--- config.mk ---
export PLATFORM = sky130hd
export DESIGN_NAME = adder_acc_seq
export DESIGN_NICKNAME = d
export VERILOG_FILES = /design/src/rtl/adder_pkg.sv /design/src/rtl/acc_term_counter.sv /design/src/rtl/adder_acc_seq.sv
export SDC_FILE = /design/constraint.sdc
export NUM_CORES = 1
export LEC_CHECK = 0
export ABC_AREA = 0
export BUFFER_PORTS_ARGS = -buffer_cell sky130_fd_sc_hd__buf_2
export CORE_MARGIN = 5
export CORE_UTILIZATION = 35
export DETAILED_ROUTE_END_ITERATION = 16
export PLACE_DENSITY = 0.63
export SYNTH_ARGS = -nofsm -noshare
export SYNTH_HDL_FRONTEND = slang
export SYNTH_SLANG_ARGS = --single-unit
--- constraint.sdc ---
create_clock -name clk -period 2.6 [get_ports clk]
set_input_delay 0.13 -clock clk [delete_from_list [all_inputs] [get_ports clk]]
set_output_delay 0.13 -clock clk [all_outputs]
set_load 0.005 [all_outputs]
--- src/rtl/adder_pkg.sv ---
// rtl/adder_pkg.sv - shared state type and width helper for the adder reduction path
package adder_pkg;

   typedef enum logic {
      IDLE  = 1'b0,
      ACCUM = 1'b1
   } acc_state_e;

   // Result width: adder sum (dw+1) plus the growth bits of num_terms additions.
   function automatic int acc_width(input int dw, input int nt);
      return dw + 1 + ((nt > 1) ? $clog2(nt) : 1);
   endfunction

endpackage

--- src/rtl/acc_term_counter.sv ---
// rtl/acc_term_counter.sv - term counter for the accumulation window with last-term flag
module acc_term_counter #(
   parameter int NUM_TERMS = 4,
   parameter int CNT_WIDTH = 2
) (
   input  logic                 clk,
   input  logic                 rst_n,
   input  logic                 en,
   input  logic                 clear,
   input  logic                 inc,
   output logic [CNT_WIDTH-1:0] count,
   output logic                 last
);

   localparam logic [CNT_WIDTH-1:0] LAST_CNT = CNT_WIDTH'(NUM_TERMS - 1);

   assign last = (count == LAST_CNT);

   always_ff @(posedge clk or negedge rst_n) begin
      if (!rst_n) begin
         count <= '0;
      end else if (en) begin
         if (clear) begin
            count <= '0;
         end else if (inc) begin
            count <= last ? '0 : count + 1'b1;
         end
      end
   end

endmodule

--- src/rtl/adder_acc_seq.sv ---
// rtl/adder_acc_seq.sv - accumulates NUM_TERMS valid adder sums into one reduced result
module adder_acc_seq
   import adder_pkg::*;
#(
   parameter  int DATA_WIDTH = 4,
   parameter  int NUM_TERMS  = 4,
   localparam int CNT_WIDTH  = (NUM_TERMS > 1) ? $clog2(NUM_TERMS) : 1,
   localparam int OUT_WIDTH  = acc_width(DATA_WIDTH, NUM_TERMS)
) (
   input  logic                  clk,
   input  logic                  rst_n,
   input  logic                  i_en,
   input  logic                  i_clear,
   input  logic                  i_valid,
   input  logic [DATA_WIDTH:0]   i_data_bus,
   output logic                  o_valid,
   output logic [OUT_WIDTH-1:0]  o_data_bus,
   output logic                  o_busy
);

   acc_state_e             state;
   acc_state_e             next_state;
   logic [OUT_WIDTH-1:0]   acc;
   logic [OUT_WIDTH-1:0]   in_ext;
   logic [OUT_WIDTH-1:0]   sum;
   logic [CNT_WIDTH-1:0]   count;
   logic                   term_last;
   logic                   accept;

   assign accept = i_en & i_valid & ~i_clear;
   assign in_ext = OUT_WIDTH'(i_data_bus);
   assign o_busy = (state == ACCUM);

   acc_term_counter #(
      .NUM_TERMS (NUM_TERMS),
      .CNT_WIDTH (CNT_WIDTH)
   ) u_term_counter (
      .clk   (clk),
      .rst_n (rst_n),
      .en    (i_en),
      .clear (i_clear),
      .inc   (accept),
      .count (count),
      .last  (term_last)
   );

   always_ff @(posedge clk or negedge rst_n) begin
      if (!rst_n) begin
         state <= IDLE;
      end else begin
         state <= next_state;
      end
   end

   // With NUM_TERMS==1 term_last is always set, so the FSM never leaves IDLE.
   always_comb begin
      next_state = state;
      sum        = (state == IDLE) ? in_ext : acc + in_ext;
      if (i_en) begin
         if (i_clear) begin
            next_state = IDLE;
         end else if (i_valid) begin
            next_state = term_last ? IDLE : ACCUM;
         end
      end
   end

   always_ff @(posedge clk or negedge rst_n) begin
      if (!rst_n) begin
         acc        <= '0;
         o_valid    <= 1'b0;
         o_data_bus <= '0;
      end else if (!i_en) begin
         o_valid <= 1'b0;
      end else if (i_clear) begin
         acc     <= '0;
         o_valid <= 1'b0;
      end else if (accept) begin
         if (term_last) begin
            o_data_bus <= sum;
            o_valid    <= 1'b1;
            acc        <= '0;
         end else begin
            acc     <= sum;
            o_valid <= 1'b0;
         end
      end else begin
         o_valid <= 1'b0;
      end
   end

   // Guard the unused-bit lint on count; the counter value is only consumed via term_last.
   logic unused_count;
   assign unused_count = ^count;

endmodule

==> results of run 1 <==
[final cells by class]
cell class | instances | area (um^2) | share of cell area
Sequential cell | 18 | 450 | 0.398
Clock buffer | 4 | 36.3 | 0.0321
Timing Repair Buffer | 19 | 100 | 0.0885
Tap cell | 31 | 38.8 | 0.0343
Inverter | 7 | 26.3 | 0.0232
Multi-Input combinational cell | 77 | 479 | 0.424
[power breakdown]
group / switching, mW / leakage, nW / internal (mW)
Sequential: 0.0214 / 0.244 / 0.310
Combinational: 0.0749 / 0.304 / 0.0643
Clock: 0.0875 / 0.0210 / 0.0853
Total: 0.184 / 0.569 / 0.460
[kinds of logic after synthesis]
kind of cell    after synthesis  share of synthesized area
compound gates               30                      0.178
xor+xnor                      3                     0.0272
mux                           2                     0.0208
flops                        18                      0.467
buf+inv                       9                     0.0363
simple gates                 35                      0.173
fa+ha+maj                     7                     0.0986
[worst reg2reg max path, delay by kind of cell, from the launching register on]
family | cells | cell delay, ns
adders and majority gates | 2 | 0.55
DFF | 1 | 0.37
AOI/OAI and AO/OA | 4 | 0.64
buffers and inverters | 1 | 0.05
and+or+nand+nor | 1 | 0.17
[worst max path at each step]
stage	slack, ns	endpoint	cells past startpoint	from
final	0.70	acc[6]$_DFFE_PN0P_	8	acc[0]$_DFFE_PN0P_
after global routing	0.56	acc[6]$_DFFE_PN0P_	8	acc[0]$_DFFE_PN0P_
after CTS	0.70	acc[6]$_DFFE_PN0P_	8	acc[0]$_DFFE_PN0P_
after detailed placement	0.71	acc[6]$_DFFE_PN0P_	8	acc[0]$_DFFE_PN0P_
after global placement	0.77	acc[6]$_DFFE_PN0P_	8	acc[0]$_DFFE_PN0P_
after floorplan	0.89	acc[6]$_DFFE_PN0P_	8	acc[0]$_DFFE_PN0P_
[synthesized netlist by cell type (all sizes together)]
cell and count:
nor2 2, nand2 19, a31oi 1, ha 6
buf 1, nor3 1, nor2b 3, a22o 1
o21bai 2, nand3 3, or3 2, o21ai 16
nand4 1, a21o 1, and3 1, clkbuf 1
inv 7, or2 1, nand2b 1, xnor2 3
o21a 2, fa 1, and3b 1, dfrtp 18
a21oi 5, mux2i 2, o31ai 1, o22ai 1
[state kept, by name, summed over array words and instances, names as in the netlist]
| register | cells |
|---|---|
| o_data_bus | 7 |
| o_busy | 1 |
| o_valid | 1 |
| u_term_counter.count | 2 |
| acc | 7 |
[what timing repair did]
action	4_1_cts	5_1_grt
hold buffers	1	0
buffers inserted	0	0
setup endpoints to repair	0	0
hold endpoints to repair	18	0
[cell usage in the layout, fill, tap and decap left out, types with 2 or more instances in the layout]
| cell | Yosys | final |
|---|---|---|
| a21oi_1 | 5 | 5 |
| buf_2 | 1 | 18 |
| clkbuf_4 | 0 | 3 |
| dfrtp_1 | 18 | 18 |
| ha_1 | 6 | 6 |
| inv_1 | 7 | 7 |
| mux2i_1 | 2 | 2 |
| nand2_1 | 19 | 19 |
| nand3_1 | 3 | 3 |
| nor2_1 | 2 | 2 |
| nor2b_1 | 2 | 2 |
| o21a_1 | 2 | 2 |
| o21ai_0 | 15 | 15 |
| o21bai_1 | 2 | 2 |
| or3_1 | 2 | 2 |
| xnor2_1 | 3 | 3 |
[through the flow]
stage               power (mW)  hold WS [ns]  setup WS (ns)   util  cells
global route             0.688        0.0172          0.556  0.417    156
floorplan                0.423        -0.166          0.891      -    104
finish                   0.643        0.0257          0.703  0.417    156
detailed placement       0.479        0.0872          0.707  0.400    151
global placement         0.473        0.0887          0.770  0.400    151
CTS                      0.656        0.0113          0.697  0.417    156
[layer usage]
| layer | wire length (um) | track usage | up-vias |
|---|---|---|---|
| li1 | - | - | 406 |
| met1 | 936 | 0.121 | 363 |
| met2 | 975 | 0.189 | 17 |
| met3 | 103 | 0.0432 | 2 |
| met4 | 8 | 0.00796 | 0 |
| met5 | 0 | 0 | - |
==> flow_summary.json, run 1 <==
{
  "timing.reg2reg.setup_slack_ns": 0.70,
  "crit_arrival_ns": 2.08,
  "drt_first_iter_violations": 17,
  "worst_r2r_endpoint": "acc[6]$_DFFE_PN0P_",
  "critical_path_buf_inv_count": 1,
  "worst_hold_path.num_cells": 2,
  "synthesis_warning_total": 0,
  "cp_max_fo": 3,
  "vias": 788,
  "path_clk_slew_ns": 0.11,
  "timing.fmax_ghz": 0.527,
  "fp-row-count": 19,
  "rsz_0062_raised_after_global_routing": "no",
  "synth_cell_type_count": 30,
  "cp-end-kind": "flip-flop",
  "finalHoldViolCount": 0,
  "worstHoldEndpoint": "u_term_counter.count[1]$_DFFE_PN0P_",
  "fin_crit_ns": 1.90,
  "leakage_nw": 0.569,
  "critical_path_top_delay_cell": "fa_1",
  "antenna_found_initial": 0,
  "grt_pass1_vias": 768,
  "grt_first_pass_wirelength_um": 3390,
  "reg2reg_launch_point": "acc[0]$_DFFE_PN0P_",
  "post_cts_resized": 0,
  "routabilityCongestion": 0.760,
  "hold_path.startpoint": "i_clear",
  "post_detailed_placement_half_perimeter_wirelength_um": 1540,
  "cts_tree": "built",
  "max_stage_delay_ns": 0.38,
  "final_design_area_no_fill_mm2": 0.00113,
  "finalSetupViolCount": 0,
  "timing.critical_path.cells": "ha_1, inv_1, fa_1, nor2b_2, o21bai_1, a21oi_1, o21bai_1, a22o_1",
  "insertion_delay_ns": 0.29,
  "clk_path_buf_depth": 2,
  "cts.sinks": 18,
  "die_area_mm2": 0.00391,
  "cp.required_ns": 2.79,
  "worst-r2r-cell-count": 8,
  "grt_use_total": 0.105,
  "port_buffers": 18,
  "wl_per_cell_um": 13.0,
  "globalRoute.totalOverflow": 0,
  "yosys.area.top_type_share": 0.467,
  "placed_area_mm2": 0.00108,
  "status": "finished, final reports clean",
  "synthesis.nets": 121,
  "critPathTopFamily": "compound AO/OA/AOI/OAI gates",
  "drive_above_1_share": 0.184,
  "timing_worst_setup_path_type": "reg -> reg",
  "worst_slew_margin_rel": 0.508,
  "floorplan.initialDensity": 0.356,
  "synth_area_leader_cell": "dfrtp_1",
  "syn-cell-area_um2": 965,
  "chipHeight_um": 62.5,
  "critPathLaunchType": "flip-flop",
  "number_of_nets_in_the_layout": 143,
  "fillers": 295,
  "synth-seq-area-share": 0.467,
  "drcViolationCount": 0,
  "worst_path_most_repeated_cell": "o21bai_1",
  "max_cap_violations": 0,
  "min_period_over_period": 0.730,
  "grt_start_max_net_pins": 19,
  "ir_worst_vdd_uv": 401,
  "synthesis.area_per_instance_um2": 9.28,
  "htreeDepth": 1,
  "fin_setup_tns_ns": 0,
  "cts_inserted_buffers": 3,
  "cts_root_buffer": "clkbuf_4",
  "cellPowerDensity_mw_per_mm2": 569,
  "design.portCount": 19,
  "synth.top_cells.by_area": "dfrtp_1, ha_1, o21ai_0",
  "syn_to_final_growth_pct": 17.2,
  "maxSlewViolCount": 0,
  "die_outline_width_um": 62.5,
  "core_area_mm2": 0.00271,
  "drt_pre_antenna_iters": 4,
  "worst_clock_skew_ns": 0.00362,
  "insertedDiodeCount": 0,
  "ys_ff_latch": 18,
  "slew_at_the_pin_closest_to_its_max_slew_limit_ns": 0.732,
  "ratio_of_routed_vias_to_standard_cells": 5.05,
  "min-delay-path-class": "in -> reg",
  "number_of_cells_produced_by_synthesis": 104,
  "postRouteWirelength_um": 2020,
  "final_antenna_net_count": 0
}
Note: power is estimated with default switching activity, not from simulation.
==> run 2, diff against run 1 <==
==> constraint.sdc (replaced) <==
create_clock -name clk -period 1.8 [get_ports clk]
set_input_delay 0.09 -clock clk [delete_from_list [all_inputs] [get_ports clk]]
set_output_delay 0.09 -clock clk [all_outputs]
set_load 0.005 [all_outputs]
==> run 2 against run 1 <==
Sequential cell count unchanged. Via count rose by 4.7%. First-iteration DRC count is 24% higher. Combinational power up 79%. Critical endpoint is now acc[4]$_DFFE_PN0P_. Largest power group unchanged. Worst setup slack worse by 0.71 ns. The run now ends with negative setup slack left.
==> flow_summary.json, run 2 (same netlist as run 1, synthesis figures left out) <==
{
  "placed_area_mm2": 0.00111,
  "path_clk_slew_ns": 0.11,
  "finalPower_mw": 0.979,
  "reg.largest.list": "acc x7, o_data_bus x7, u_term_counter.count x2",
  "htreeDepth": 1,
  "grt_use_total": 0.115,
  "worst_clock_skew_ns": 0.00704,
  "finalSetupViolCount": 1,
  "drt_first_iter_violations": 21,
  "placedCellCount": 154,
  "final_design_area_no_fill_mm2": 0.00121,
  "syn_to_final_growth_pct": 25.4,
  "final_cell_count_no_fill": 161,
  "worst_slew_margin_rel": 0.713,
  "globalRoute.totalOverflow": 0,
  "max_cap_violations": 0,
  "final_common_cell": "nand2_1",
  "fp-row-count": 19,
  "core_area_mm2": 0.00271,
  "cts_tree": "built",
  "clk_path_buf_depth": 2,
  "critPathLaunchType": "flip-flop",
  "most_used_cells_in_the_layout_excluding_fill_and_tap_cells": "nand2_1, dfrtp_1, buf_2",
  "leakage_nw": 0.598,
  "worst_slack_setup_final_ns": -0.00442,
  "antenna_found_initial": 0,
  "post_detailed_placement_half_perimeter_wirelength_um": 1590,
  "insertedDiodeCount": 0,
  "insertion_delay_ns": 0.30,
  "min_period_over_period": 1.00,
  "vias": 825,
  "timing.reg2reg.setup_slack_ns": -0.004,
  "cp_max_fo": 3,
  "cts_root_buffer": "clkbuf_4",
  "cp-end-kind": "flip-flop",
  "grt_pass1_vias": 817,
  "design.portCount": 19,
  "fin_crit_ns": 1.80,
  "drt_pre_antenna_iters": 4,
  "slew_at_the_pin_closest_to_its_max_slew_limit_ns": 0.430,
  "max_stage_delay_ns": 0.40,
  "maxSlewViolCount": 0,
  "chipHeight_um": 62.5,
  "wl_per_cell_um": 13.4,
  "status": "complete, but fails checks",
  "ratio_of_routed_vias_to_standard_cells": 5.12,
  "die_outline_width_um": 62.5,
  "grt_first_pass_wirelength_um": 3680,
  "ir_worst_vdd_uv": 528,
  "preCtsSetupSlack_ns": -0.0494,
  "cp.required_ns": 1.98,
  "port_buffers": 18,
  "rsz_0062_raised_after_global_routing": "yes",
  "failing_checks": "negative setup slack",
  "number_of_nets_in_the_layout": 148,
  "die_area_mm2": 0.00391,
  "finalHoldViolCount": 0,
  "fin_setup_tns_ns": -0.00442,
  "fillers": 269,
  "cts_inserted_buffers": 3,
  "floorplan.initialDensity": 0.356,
  "routabilityCongestion": 0.749,
  "grt_start_max_net_pins": 19,
  "timing_worst_setup_path_type": "reg -> reg",
  "cellPowerDensity_mw_per_mm2": 809,
  "timing.critical_path.cells": "ha_2, inv_2, fa_2, nor2b_4, o21a_1, or3_4, a31oi_4, o21ai_1",
  "min-delay-path-class": "in -> reg",
  "critical_path_top_delay_cell": "dfrtp_1",
  "final_antenna_net_count": 0,
  "crit_arrival_ns": 1.99,
  "cts.sinks": 18,
  "timing.fmax_ghz": 0.554,
  "drcViolationCount": 0,
  "postRouteWirelength_um": 2150,
  "drive_above_1_share": 0.262
}
## run 2: cell count changes in the layout (fill, tap and decap cells not counted), sizes merged
cell,previous run,this run
buf,18,22
dlygate4sd3,1,2
## run 2: path summary, 6_finish.rpt
| check | from | to | cells after the start |
|---|---|---|---|
| worst max-delay path | acc[0]$_DFFE_PN0P_ | acc[4]$_DFFE_PN0P_ | 8 |
| worst min-delay path | i_en | u_term_counter.count[1]$_DFFE_PN0P_ | 2 |
| worst max register to register | acc[0]$_DFFE_PN0P_ | acc[4]$_DFFE_PN0P_ | 8 |
| worst min register to register | o_data_bus[3]$_DFFE_PN0P_ | o_data_bus[3]$_DFFE_PN0P_ | 2 |
| max in group asynchronous | rst_n | u_term_counter.count[0]$_DFFE_PN0P_ | 2 |
| min in group asynchronous | rst_n | o_data_bus[1]$_DFFE_PN0P_ | 2 |
## run 2: critical path: cells and delay by family, from the launching register on
kind | cells | cell delay (ns)
flip-flops | 1 | 0.40
adder cells (fa/ha/maj) | 2 | 0.42
buffers and inverters | 1 | 0.06
AO/OA/AOI/OAI | 3 | 0.41
AND/OR/NAND/NOR | 2 | 0.39
## run 2: stage by stage
step | hold WS, ns | utilization
floorplan | -0.206 | -
global placement | 0.0503 | 0.409
detailed placement | 0.0552 | 0.409
CTS | 0.00308 | 0.431
global route | 0.0142 | 0.446
finish | 0.0156 | 0.446
## run 2: what timing repair did
action | CTS | global route
hold buffers | 2 | 0
hold endpoints to repair | 19 | 0
setup endpoints to repair | 2 | 5
buffers inserted | 0 | 1
resized for setup | 1 | 12
pin swaps | 0 | 5
## run 2: metal layers
layer | GRT usage | share of wire | routed length, um | vias to the layer above
li1 | - | - | - | 414
met1 | 0.143 | 0.44 | 951 | 383
met2 | 0.194 | 0.49 | 1060 | 28
met3 | 0.0414 | 0.066 | 142 | 0
met4 | 0.0159 | 0 | 0 | 0
met5 | 0 | 0 | 0 | -
## run 2: cell type report
type / count / area, um^2 / area share
well taps: 31 / 38.8 / 0.0321
multi-input cells: 77 / 518 / 0.428
clock buffers: 4 / 36.3 / 0.0300
repair buffers: 24 / 140 / 0.116
flip-flops and latches: 18 / 450 / 0.372
inverters: 7 / 26.3 / 0.0217
## run 2: where the power goes
part	switching [mW]	internal (mW)	leakage, nW	total [mW]
Sequential	0.0262	0.448	0.244	0.474
Combinational	0.129	0.120	0.333	0.249
Clock	0.132	0.123	0.0210	0.256
Total	0.287	0.691	0.598	0.979
